===== src/rtl/cacheline_burst_adapter.sv =====
// Splits a cache-line write into a burst of memory beats and reassembles a read burst into a line.
// Latency: write BEATS+1 cycles, read BEATS+2 cycles to line_resp_o; each ready/rvalid stall adds one cycle.
module cacheline_burst_adapter #(
    parameter int LINE_W = 256,
    parameter int BEAT_W = 64,
    parameter int ADDR_W = 32
) (
    input  logic              clk,
    input  logic              rst_n,
    input  logic [ADDR_W-1:0] line_addr_i,
    input  logic              line_read_i,
    input  logic              line_write_i,
    input  logic [LINE_W-1:0] line_wdata_i,
    output logic [LINE_W-1:0] line_rdata_o,
    output logic              line_resp_o,
    output logic [ADDR_W-1:0] mem_addr_o,
    output logic              mem_read_o,
    output logic              mem_write_o,
    output logic [BEAT_W-1:0] mem_wdata_o,
    input  logic              mem_ready_i,
    input  logic [BEAT_W-1:0] mem_rdata_i,
    input  logic              mem_rvalid_i
);
    localparam int BEATS = LINE_W / BEAT_W;
    localparam int CNT_W = $clog2(BEATS);
    localparam int OFF_W = $clog2(LINE_W / 8);
    localparam logic [CNT_W-1:0] LAST = CNT_W'(BEATS - 1);

    localparam logic [2:0] S_IDLE   = 3'd0;
    localparam logic [2:0] S_WR     = 3'd1;
    localparam logic [2:0] S_RD_REQ = 3'd2;
    localparam logic [2:0] S_RD_COL = 3'd3;
    localparam logic [2:0] S_DONE   = 3'd4;

    logic [2:0]                   state_q, state_d;
    logic [CNT_W-1:0]             cnt_q, cnt_d;
    logic [ADDR_W-1:0]            addr_q, addr_d;
    logic [BEATS-1:0][BEAT_W-1:0] wline_q, wline_d;
    logic [BEATS-1:0][BEAT_W-1:0] rline_q, rline_d;
    logic [ADDR_W-1:0]            aligned_addr;

    // Offset bits are dropped by alignment; this keeps them visibly consumed.
    logic unused_offset;
    assign unused_offset = ^line_addr_i[OFF_W-1:0];
    assign aligned_addr  = {line_addr_i[ADDR_W-1:OFF_W], {OFF_W{1'b0}}};

    always_comb begin
        state_d = state_q;
        cnt_d   = cnt_q;
        addr_d  = addr_q;
        wline_d = wline_q;
        rline_d = rline_q;
        case (state_q)
            S_IDLE: begin
                if (line_write_i) begin
                    addr_d  = aligned_addr;
                    wline_d = line_wdata_i;
                    cnt_d   = '0;
                    state_d = S_WR;
                end else if (line_read_i) begin
                    addr_d  = aligned_addr;
                    state_d = S_RD_REQ;
                end
            end
            S_WR: begin
                if (mem_ready_i) begin
                    cnt_d = cnt_q + 1'b1;
                    if (cnt_q == LAST) state_d = S_DONE;
                end
            end
            S_RD_REQ: begin
                if (mem_ready_i) begin
                    cnt_d   = '0;
                    state_d = S_RD_COL;
                end
            end
            S_RD_COL: begin
                if (mem_rvalid_i) begin
                    rline_d[cnt_q] = mem_rdata_i;
                    cnt_d          = cnt_q + 1'b1;
                    if (cnt_q == LAST) state_d = S_DONE;
                end
            end
            S_DONE:  state_d = S_IDLE;
            default: state_d = S_IDLE;
        endcase
    end

    always_ff @(posedge clk or negedge rst_n) begin
        if (!rst_n) begin
            state_q <= S_IDLE;
            cnt_q   <= '0;
            addr_q  <= '0;
            wline_q <= '0;
            rline_q <= '0;
        end else begin
            state_q <= state_d;
            cnt_q   <= cnt_d;
            addr_q  <= addr_d;
            wline_q <= wline_d;
            rline_q <= rline_d;
        end
    end

    // Outputs decode from registered state only, so no input reaches an output combinationally.
    assign mem_read_o   = (state_q == S_RD_REQ);
    assign mem_write_o  = (state_q == S_WR);
    assign line_resp_o  = (state_q == S_DONE);
    assign mem_addr_o   = addr_q;
    assign mem_wdata_o  = wline_q[cnt_q];
    assign line_rdata_o = rline_q;

endmodule

===== config.mk =====
export PLATFORM = sky130hd
export DESIGN_NAME = cacheline_burst_adapter
export DESIGN_NICKNAME = d
export VERILOG_FILES = /design/src/rtl/cacheline_burst_adapter.sv
export SDC_FILE = /design/constraint.sdc
export NUM_CORES = 1
export LEC_CHECK = 0
export CORE_AREA = 8 8 270 272
export DETAILED_ROUTE_END_ITERATION = 8
export DIE_AREA = 0 0 278 280
export GPL_TIMING_DRIVEN = 0
export PLACE_DENSITY = 0.59
export SLEW_MARGIN = 20
export SYNTH_ARGS = -nofsm -noshare
export SYNTH_HDL_FRONTEND = slang
export SYNTH_SLANG_ARGS = --single-unit

===== constraint.sdc =====
create_clock -name clk -period 3 [get_ports clk]
set_clock_uncertainty 0.1 [all_clocks]
set_input_delay 0.3 -clock clk [delete_from_list [all_inputs] [get_ports clk]]
set_output_delay 0.3 -clock clk [all_outputs]
set_load 0.02 [all_outputs]

# [Yosys cells after proc, flatten, opt, wreduce, memory -nomap -nowiden]
# Index checks and enable logic that the tools add are counted.
[classes] n_reduce_logical=9 n_eq_ne=10 n_lt_le_gt_ge=2 addsub=1 n_mux=19
[ops] op="$bwmux W256" n=1
[ops] op="$bmux W64 S2" n=1
[ops] op="$demux W64 S2" n=1
[ops] op="$mux W64" n=2
[ops] op="$mux W32" n=2
[ops] op="$mux W3" n=6
[ops] op="$pmux W3 S4" n=1
[ops] op="$mux W2" n=4
[ops] op="$pmux W2 S4" n=1
[ops] op="$eq A3 B2 Y1 const B" n=2
[ops] op="$reduce_and A2 Y1" n=3
[ops] op="$reduce_and A5 Y1" n=1
[ops] op="$ne A2 B1 Y1 const B" n=2
[ops] op="$ne A2 B2 Y1 const B" n=2
[ops] op="$reduce_and A4 Y1" n=1
[ops] op="$reduce_bool A4 Y1" n=1
[ops] op="$eq A3 B1 Y1 const B" n=1
[ops] op="$eq A3 B3 Y1 const B" n=1
[ops] op="$logic_not A3 Y1" n=1
[ops] op="$lt A2 B3 Y1 const B" n=1
[ops] op="$ne A3 B3 Y1 const B" n=1
[ops] op="$add A2 B1 Y2 const B" n=1
[ops] op="$eq A2 B2 Y1 const B" n=1
[ops] op="$ge A2 B1 Y1 const B" n=1
[ops] op="other kinds (2)" n=2
[word_totals] regBits=549 out_inout_bits=355 wordCells=52 in_bits=358

# [Depth between registers and ports, before layout]
# Gate-level depths: netlist of run 1.
[depth] depth_word=5 ltp_mapped=8 ltp_nobuf=4

# [Worst setup path after synthesis of run 1]
# No wires, ideal clock.
[synth_path] path_kind="reg-to-reg" startpoint="register cnt_q[1]" endpoint="register rline_q (netlist bit line_rdata_o[100])" slack_ns=0.748 arrival_time_ns=2.028 stages_incl_launch_ff=8 synth_period_minus_slack_ns=2.252 setup_ns=0.125 t_required_ns=2.775 path_buffers=3 cell_sequence="dfrtp_1 -> clkbuf_1 -> buf_1 -> inv_1 -> ha_1 -> nand2_2 -> buf_2 -> mux2_2"
[synth_via] elab_chain_len=5 word_cells_on_any_way=6 classes_between="2 x order compare; 3 x mux; 1 x reduce/logical"
[synth_lines] element="start, declared" line="36" source="logic [CNT_W-1:0] cnt_q, cnt_d;"
[synth_lines] element="start signal, assigned" line="98" source="cnt_q <= cnt_d;"
[synth_lines] element="$lt A2 B3 Y1 (implied by the code) / $ge A2 B1 Y1 (equally long branches)" line="79" source="rline_d[cnt_q] = mem_rdata_i;"
[synth_lines] element="$logic_and A1 B1 Y1 (implied by the code)" line="79"
[synth_lines] element="$mux W64 (implied by the code)" line="79"
[synth_lines] element="$demux W64 S2 *" line="79"
[synth_lines] element="$bwmux W256 *" line="79"
[synth_lines] element="end signal, assigned" line="101" source="rline_q <= rline_d;"
[synth_lines] element="end, declared" line="39" source="logic [BEATS-1:0][BEAT_W-1:0] rline_q, rline_d;"
# Mark *: on every way between the ends. The rest lies on a longest branch, timed or not.
# A chain may end at the register's enable or synchronous reset.

# [Worst setup path in the final report of run 1]
[layout_path] startpoint="register cnt_q[0]" endpoint="output port mem_wdata_o[43]"
[layout_via] elab_chain_len=2
[layout_lines] element="$bmux W64 S2" line="110" source="assign mem_wdata_o = wline_q[cnt_q];"
[layout_lines] element="$mux W64 (implied by the code)" line="110"
[layout_lines] element="end, declared" line="19" source="output logic [BEAT_W-1:0] mem_wdata_o,"
# Every way passes these cells. The select of a mux whose other input is x is not followed.

==> metrics.cfg, run 1 <==
[synth]
synth_cell_type_count = 29
syn_area_per_cell_um2 = 17.4
ys_warn_count = 0
ys_seq_area_share_pct = 62.1
synth-seq-cells = 544
netlist_area_um2 = 21900
synth_cells = 1261

[global_routing]
grt_max_degree = 95
grt_pass1_vias = 16000
grt_pass1_wl_um = 112000
antenna_found_initial = 20
grt.total_usage_pct = 19.4
overflow = 0

[placed_design]
dp_hpwl_um = 59700
port_buffers = 702
place_area_um2 = 30200
dp_slack_ns = -0.868
gp_congestion = 0.811

[route]
routed_via_density = 4.74
wirelength_um = 77600
num_vias = 14200
first_iter_violations = 510
ant_nets = 0
firstDrtPassIters = 4
drc = 0
routedWlPerCell_um = 26.0

[cts]
htreeDepth = 2
cts.reportedPaths.clkPinSlew_ns = 0.07
clockRootBuffer = clkbuf_16
cts.sinks = 544
clock_latency_ns = 0.62
clk_path_buf_depth = 3
numCtsBuffers = 61
cts_tree = done

[floorplanning]
dieArea_um2 = 77800
die-width_um = 278
core-area_um2 = 68900
io_pins = 713
start_util_pct = 31.8
die_h_um = 280
rows = 97

[sta]
finalHoldViolCount = 0
maxClockFrequency_mhz = 344
setup_slack_ns = 0.0908
maxSlewHeadroom_pct = 45.3
post-route-min-period_ns = 2.91
slew_viol_final = 0
finalSetupViolCount = 0
worst_slew_pin_slew_ns = 0.814
fin_crit_sh_pct = 97.0

[critical_path]
cpPeakStageDelay_ns = 0.57
crit_chain = clkbuf_8 > buf_12 > mux4_2 > clkdlybuf4s50_1
end_kind = primary output
cp.arrival_ns = 2.51
start_kind = register
timing.rr.start = cnt_q[0]
cp_max_fo = 10
cp.required_ns = 2.60
crit_type = reg2out
cpMaxStageDelayCell = clkdlybuf4s50_1
cp-startpoint = cnt_q[0]

[final_layout]
stdcell_area_um2 = 32400
drive_gt1_share_pct = 27.2
area_delta_synth_final_pct = 48.0
nets = 2399

[power_and_ir_drop]
p_leak_uw = 0.0138
total_power_uw = 37800
vdd_drop_max_mv = 0.599
power_per_cell_area_nw_per_um2 = 1160

[status]
outcome = complete, no violations

[hold_path]
hold_path_class = in2async

[run]
cap_viol_max_count = 0

==> per-layer routing <==
| layer | GRT usage, % | routed length, um |
|---|---|---|
| met4 | 8.03 | 2770 |
| met3 | 5.89 | 5050 |
| met5 | 0 | 76 |
| met1 | 22.0 | 29400 |
| met2 | 34.0 | 40300 |
==> where the power goes <==
part	total [uW]	leakage [uW]	switching (uW)	internal, uW
Sequential	12900	0.00660	1860	11000
Clock	7760	0.00104	3120	4650
Combinational	17200	0.00619	8410	8750
Total	37800	0.0138	13400	24400
==> worst max-delay path: cells and delay by family, from the launching register on <==
kind / cells / cell delay (ns)
buf+inv: 3 / 0.94
flops: 1 / 0.39
mux: 1 / 0.52
==> stage by stage <==
step / std cells / utilization (%) / hold slack (ns) / setup TNS [ns]
floorplan: 1265 / - / -0.0956 / 0
global placement: 2858 / 43.6 / 0.362 / -
global route: 2988 / 47.0 / 0.0808 / -0.000156
detailed placement: 2864 / 43.9 / 0.141 / -128.61
finish: 2989 / 47.0 / 0.101 / 0
CTS: 2974 / 47.0 / 0.0732 / -0.00341
==> kinds of logic (layout without fill, tap and decap cells) <==
group	Yosys count	count (layout)	share of synthesized area (%)
other	1	20	0.0171
adders and majority gates	4	4	0.228
AOI/OAI and AO/OA	4	4	0.137
xor gates and xnor gates	1	1	0.0400
buffers and inverters	81	899	2.29
muxes	608	608	34.5
and+or+nand+nor	18	18	0.611
DFF	544	544	62.1
==> final timing paths <==
kind | slack, ns | depth (start not counted) | endpoint
setup reg to reg | 0.35 | 8 | line_rdata_o[43]
hold / removal | 0.10 | 2 | line_rdata_o[93]
max in group asynchronous | 1.00 | 5 | wline_q[40]
setup / recovery | 0.09 | 4 | mem_wdata_o[43]
hold reg to reg | 0.38 | 1 | wline_q[234]
min in group clk | 0.18 | 2 | wline_q[221]
==> synthesized netlist by cell type, drive strengths merged <==
cell,count,area (um^2)
a31o,1,8.76
xor2,1,8.76
nand2b,1,6.26
inv,3,11.3
nor4,2,27.5
clkbuf,7,26.3
and4b,1,10.0
nor3b,1,7.51
nor4b,1,23.8
mux2i,2,20.0
nor2,4,15.0
buf,71,464
conb,1,3.75
nand3,2,10.0
mux4,64,1440
a311o,1,10.0
mux2,542,6100
o21ai,1,5.00
nand2,5,28.8
a31oi,1,6.26
dfrtp,544,13600
nor3,1,5.00
ha,4,50.1
==> area by class of cell <==
class | instances | area [um^2]
clock inverters | 27 | 352
fillers | 6060 | 36500
inverters | 3 | 11.3
diodes | 15 | 37.5
plain buffers | 78 | 609
multi-input cells | 640 | 7810
clock buffers | 82 | 1740
repair buffers | 709 | 7150
flip-flops and latches | 544 | 13600
well taps | 891 | 1110
==> flip-flops by register name, summed over array words and instances, names as in the netlist <==
name and cells:
mem_addr_o 27, wline_q 256, cnt_q 2, line_rdata_o 256
state_q 3
==> cells in the final DEF, fill, tap and decap left out, types with 3 or more instances in the layout <==
| master | count |
|---|---|
| mux4_2 | 64 |
| inv_6 | 4 |
| clkbuf_1 | 8 |
| buf_16 | 6 |
| buf_12 | 4 |
| nand2_2 | 4 |
| nor2_1 | 4 |
| clkdlybuf4s15_2 | 7 |
| clkdlybuf4s50_1 | 639 |
| clkbuf_16 | 61 |
| buf_2 | 28 |
| bufinv_16 | 7 |
| ha_1 | 4 |
| dlygate4sd2_1 | 51 |
| mux2_1 | 242 |
| clkbuf_8 | 15 |
| clkinv_2 | 13 |
| buf_4 | 30 |
| diode_2 | 15 |
| mux2_2 | 300 |
| clkbuf_4 | 4 |
| inv_1 | 3 |
| conb_1 | 5 |
| buf_6 | 9 |
| dfrtp_1 | 543 |
==> what timing repair did <==
| action | in CTS | in global routing |
|---|---|---|
| setup buffers | 0 | 0 |
| setup endpoints to repair | 256 | 8 |
| endpoints found under the hold margin | 198 | 0 |
| resized for setup | 117 | 6 |
| hold buffers | 1 | 0 |
(Power assumes the default switching activity.)
==> inputs of run 2 (changes only) <==
--- a/config.mk
+++ b/config.mk
@@ -10,7 +10,7 @@
 export DIE_AREA = 0 0 278 280
 export GPL_TIMING_DRIVEN = 0
 export PLACE_DENSITY = 0.59
-export SLEW_MARGIN = 20
+export SLEW_MARGIN = 15
 export SYNTH_ARGS = -nofsm -noshare
 export SYNTH_HDL_FRONTEND = slang
 export SYNTH_SLANG_ARGS = --single-unit
==> run 2 against run 1 <==
Cell count rose by 0.37%. Largest cell class unchanged. Clock-buffer cell count rose by 4. Critical path depth did not move. Critical endpoint unchanged. Total power fell by 0.75%. First-iteration DRC count fell by 7.8%. Cell area fell by 0.20%. Global-route usage barely moved. Critical path type unchanged.
==> metrics.cfg, run 2 (synthesized netlist as in run 1, its figures left out) <==
[placed_design]
dp_slack_ns = -0.817  ; was -0.868 ns
post-place-cells = 2864  ; unchanged
dp_hpwl_um = 59700  ; about the same
gp_congestion = 0.811  ; unchanged
port_buffers = 702  ; unchanged

[route]
num_vias = 14200  ; about the same
ant_nets = 0  ; unchanged
routed_via_density = 4.74  ; about the same
firstDrtPassIters = 4  ; unchanged
drc = 0  ; unchanged
routedWlPerCell_um = 25.8  ; was 26.0 um
wirelength_um = 77500  ; was 77,600 um
first_iter_violations = 470  ; was 510

[critical_path]
path_delay_family = buffers and inverters  ; unchanged
crit_type = reg2out  ; unchanged
crit_end = mem_wdata_o[43]  ; unchanged
ff2ff_path_depth = 8  ; unchanged
timing.rr.start = cnt_q[0]  ; unchanged
cpMaxStageDelayCell = clkdlybuf4s50_1  ; unchanged
crit_chain = clkbuf_8 > buf_8 > mux4_2 > clkdlybuf4s50_1  ; was clkbuf_8 > buf_12 > mux4_2 > clkdlybuf4s50_1
cp.depth = 4  ; unchanged
cpPeakStageDelay_ns = 0.57  ; about the same
crit_buf_inv = 3  ; unchanged
start_kind = register  ; unchanged
cp.required_ns = 2.60  ; about the same
r2r_slack_ns = 0.30  ; was 0.35 ns
cp_max_fo = 10  ; unchanged
cp-startpoint = cnt_q[0]  ; unchanged
end_kind = primary output  ; unchanged
r2r_end = line_rdata_o[45]  ; was line_rdata_o[43]
cp.arrival_ns = 2.52  ; was 2.51 ns

[global_routing]
antenna_found_initial = 24  ; was 20
overflow = 0  ; unchanged
grt_pass1_wl_um = 112000  ; about the same
grt_max_degree = 100  ; was 95
grt.total_usage_pct = 19.4  ; about the same
grt_pass1_vias = 16200  ; was 16,000

[final_layout]
mostFrequentLayoutCell = clkdlybuf4s50_1  ; unchanged
final_cell_mix = 638 x clkdlybuf4s50_1, 543 x dfrtp_1, 300 x mux2_2  ; was 639 x clkdlybuf4s50_1, 543 x dfrtp_1, 300 x mux2_2
nets = 2398  ; was 2,399
area_delta_synth_final_pct = 47.7  ; was 48.0%
fin_util_pct = 46.9  ; was 47.0%
num-fill-cells = 6081  ; was 6,060
final_cells = 3000  ; was 2,989
drive_gt1_share_pct = 26.9  ; was 27.2%
regArea_um2 = 13600  ; unchanged
multi_input_area_um2 = 7810  ; unchanged

[floorplanning]
die-width_um = 278  ; unchanged
die_h_um = 280  ; unchanged
rows = 97  ; unchanged
io_pins = 713  ; unchanged
start_util_pct = 31.8  ; unchanged
dieArea_um2 = 77800  ; unchanged
core-area_um2 = 68900  ; unchanged

[cts]
cts.reportedPaths.clkPinSlew_ns = 0.06  ; was 0.07 ns
postCtsSetupBuffers = 0  ; unchanged
numCtsBuffers = 60  ; was 61
htreeDepth = 2  ; unchanged
clk_path_buf_depth = 3  ; unchanged
cts_tree = done  ; unchanged
clockRootBuffer = clkbuf_16  ; unchanged
clock_latency_ns = 0.61  ; was 0.62 ns
cts.sinks = 544  ; unchanged

[sta]
worst_slew_pin_slew_ns = 0.789  ; was 0.814 ns
finalHoldViolCount = 0  ; unchanged
setup_slack_ns = 0.0844  ; was 0.0908 ns
slew_viol_final = 0  ; unchanged
maxClockFrequency_mhz = 343  ; was 344 MHz
fin_crit_sh_pct = 97.2  ; was 97.0%
hold-worst-slack_ns = 0.0983  ; was 0.101 ns
rsz0062_at_grt = yes
finalSetupViolCount = 0  ; unchanged
maxSlewHeadroom_pct = 47.0  ; was 45.3%
post-route-min-period_ns = 2.92  ; was 2.91 ns

[power_and_ir_drop]
p_leak_uw = 0.0138  ; about the same
total_power_uw = 37500  ; was 37,800 uW
vdd_drop_max_mv = 0.688  ; was 0.599 mV
power_per_cell_area_nw_per_um2 = 1160  ; about the same

[run]
cap_viol_max_count = 0  ; unchanged

[status]
outcome = complete, no violations  ; unchanged

[hold_path]
hold_path_class = in2async  ; unchanged

==> run 2: power breakdown <==
group	total, uW	internal [uW]	switching [uW]
clock network	7510	4470	3040
registers	12800	11000	1840
logic	17200	8720	8430
==> run 2: final cells by class <==
class                      instances  share of cell area [%]
tap                              891                    3.44
inverter                           3                  0.0348
multi-input combinational        640                    24.1
antenna                           25                   0.193
sequential                       544                    42.1
timing repair buffer             709                    22.1
clock buffer                      86                    5.41
clock inverter                    24                   0.808
buffer                            78                    1.84
==> run 2: metal layers <==
| layer | part of all wire (%) | global-route usage (%) | up-vias |
|---|---|---|---|
| met1 | 38 | 22.0 | 7443 |
| met4 | 4.3 | 9.39 | 4 |
| met2 | 51 | 33.3 | 448 |
| met5 | 0.030 | 0 | - |
| met3 | 6.6 | 5.89 | 149 |
| li1 | - | - | 6181 |
==> run 2: metrics by stage <==
| step | area [um^2] | setup TNS, ns |
|---|---|---|
| 4_1_cts | 32300 | -0.0315 |
| 2_1_floorplan | 21900 | 0 |
| 6_report | 32400 | 0 |
| 3_5_place_dp | 30200 | -128.84 |
| 3_3_place_gp | 30100 | - |
| 5_1_grt | 32300 | -0.0827 |
==> run 2: repair_timing <==
| action | in CTS | in global routing |
|---|---|---|
| resized for setup | 103 | 14 |
| hold buffers | 1 | 0 |
| pin swaps | 0 | 0 |
| endpoints found under the hold margin | 193 | 0 |
| endpoints found under the setup margin | 256 | 18 |
==> run 2: worst min-delay path by stage <==
stage                             from                 to  slack (ns)
after floorplan                  rst_n           cnt_q[0]        -0.1
after global placement    wline_q[226]       wline_q[226]        0.36
after detailed placement         rst_n   line_rdata_o[32]        0.14
after CTS                        rst_n   line_rdata_o[93]        0.08
after global routing             rst_n  line_rdata_o[224]        0.11
final                            rst_n  line_rdata_o[224]         0.1
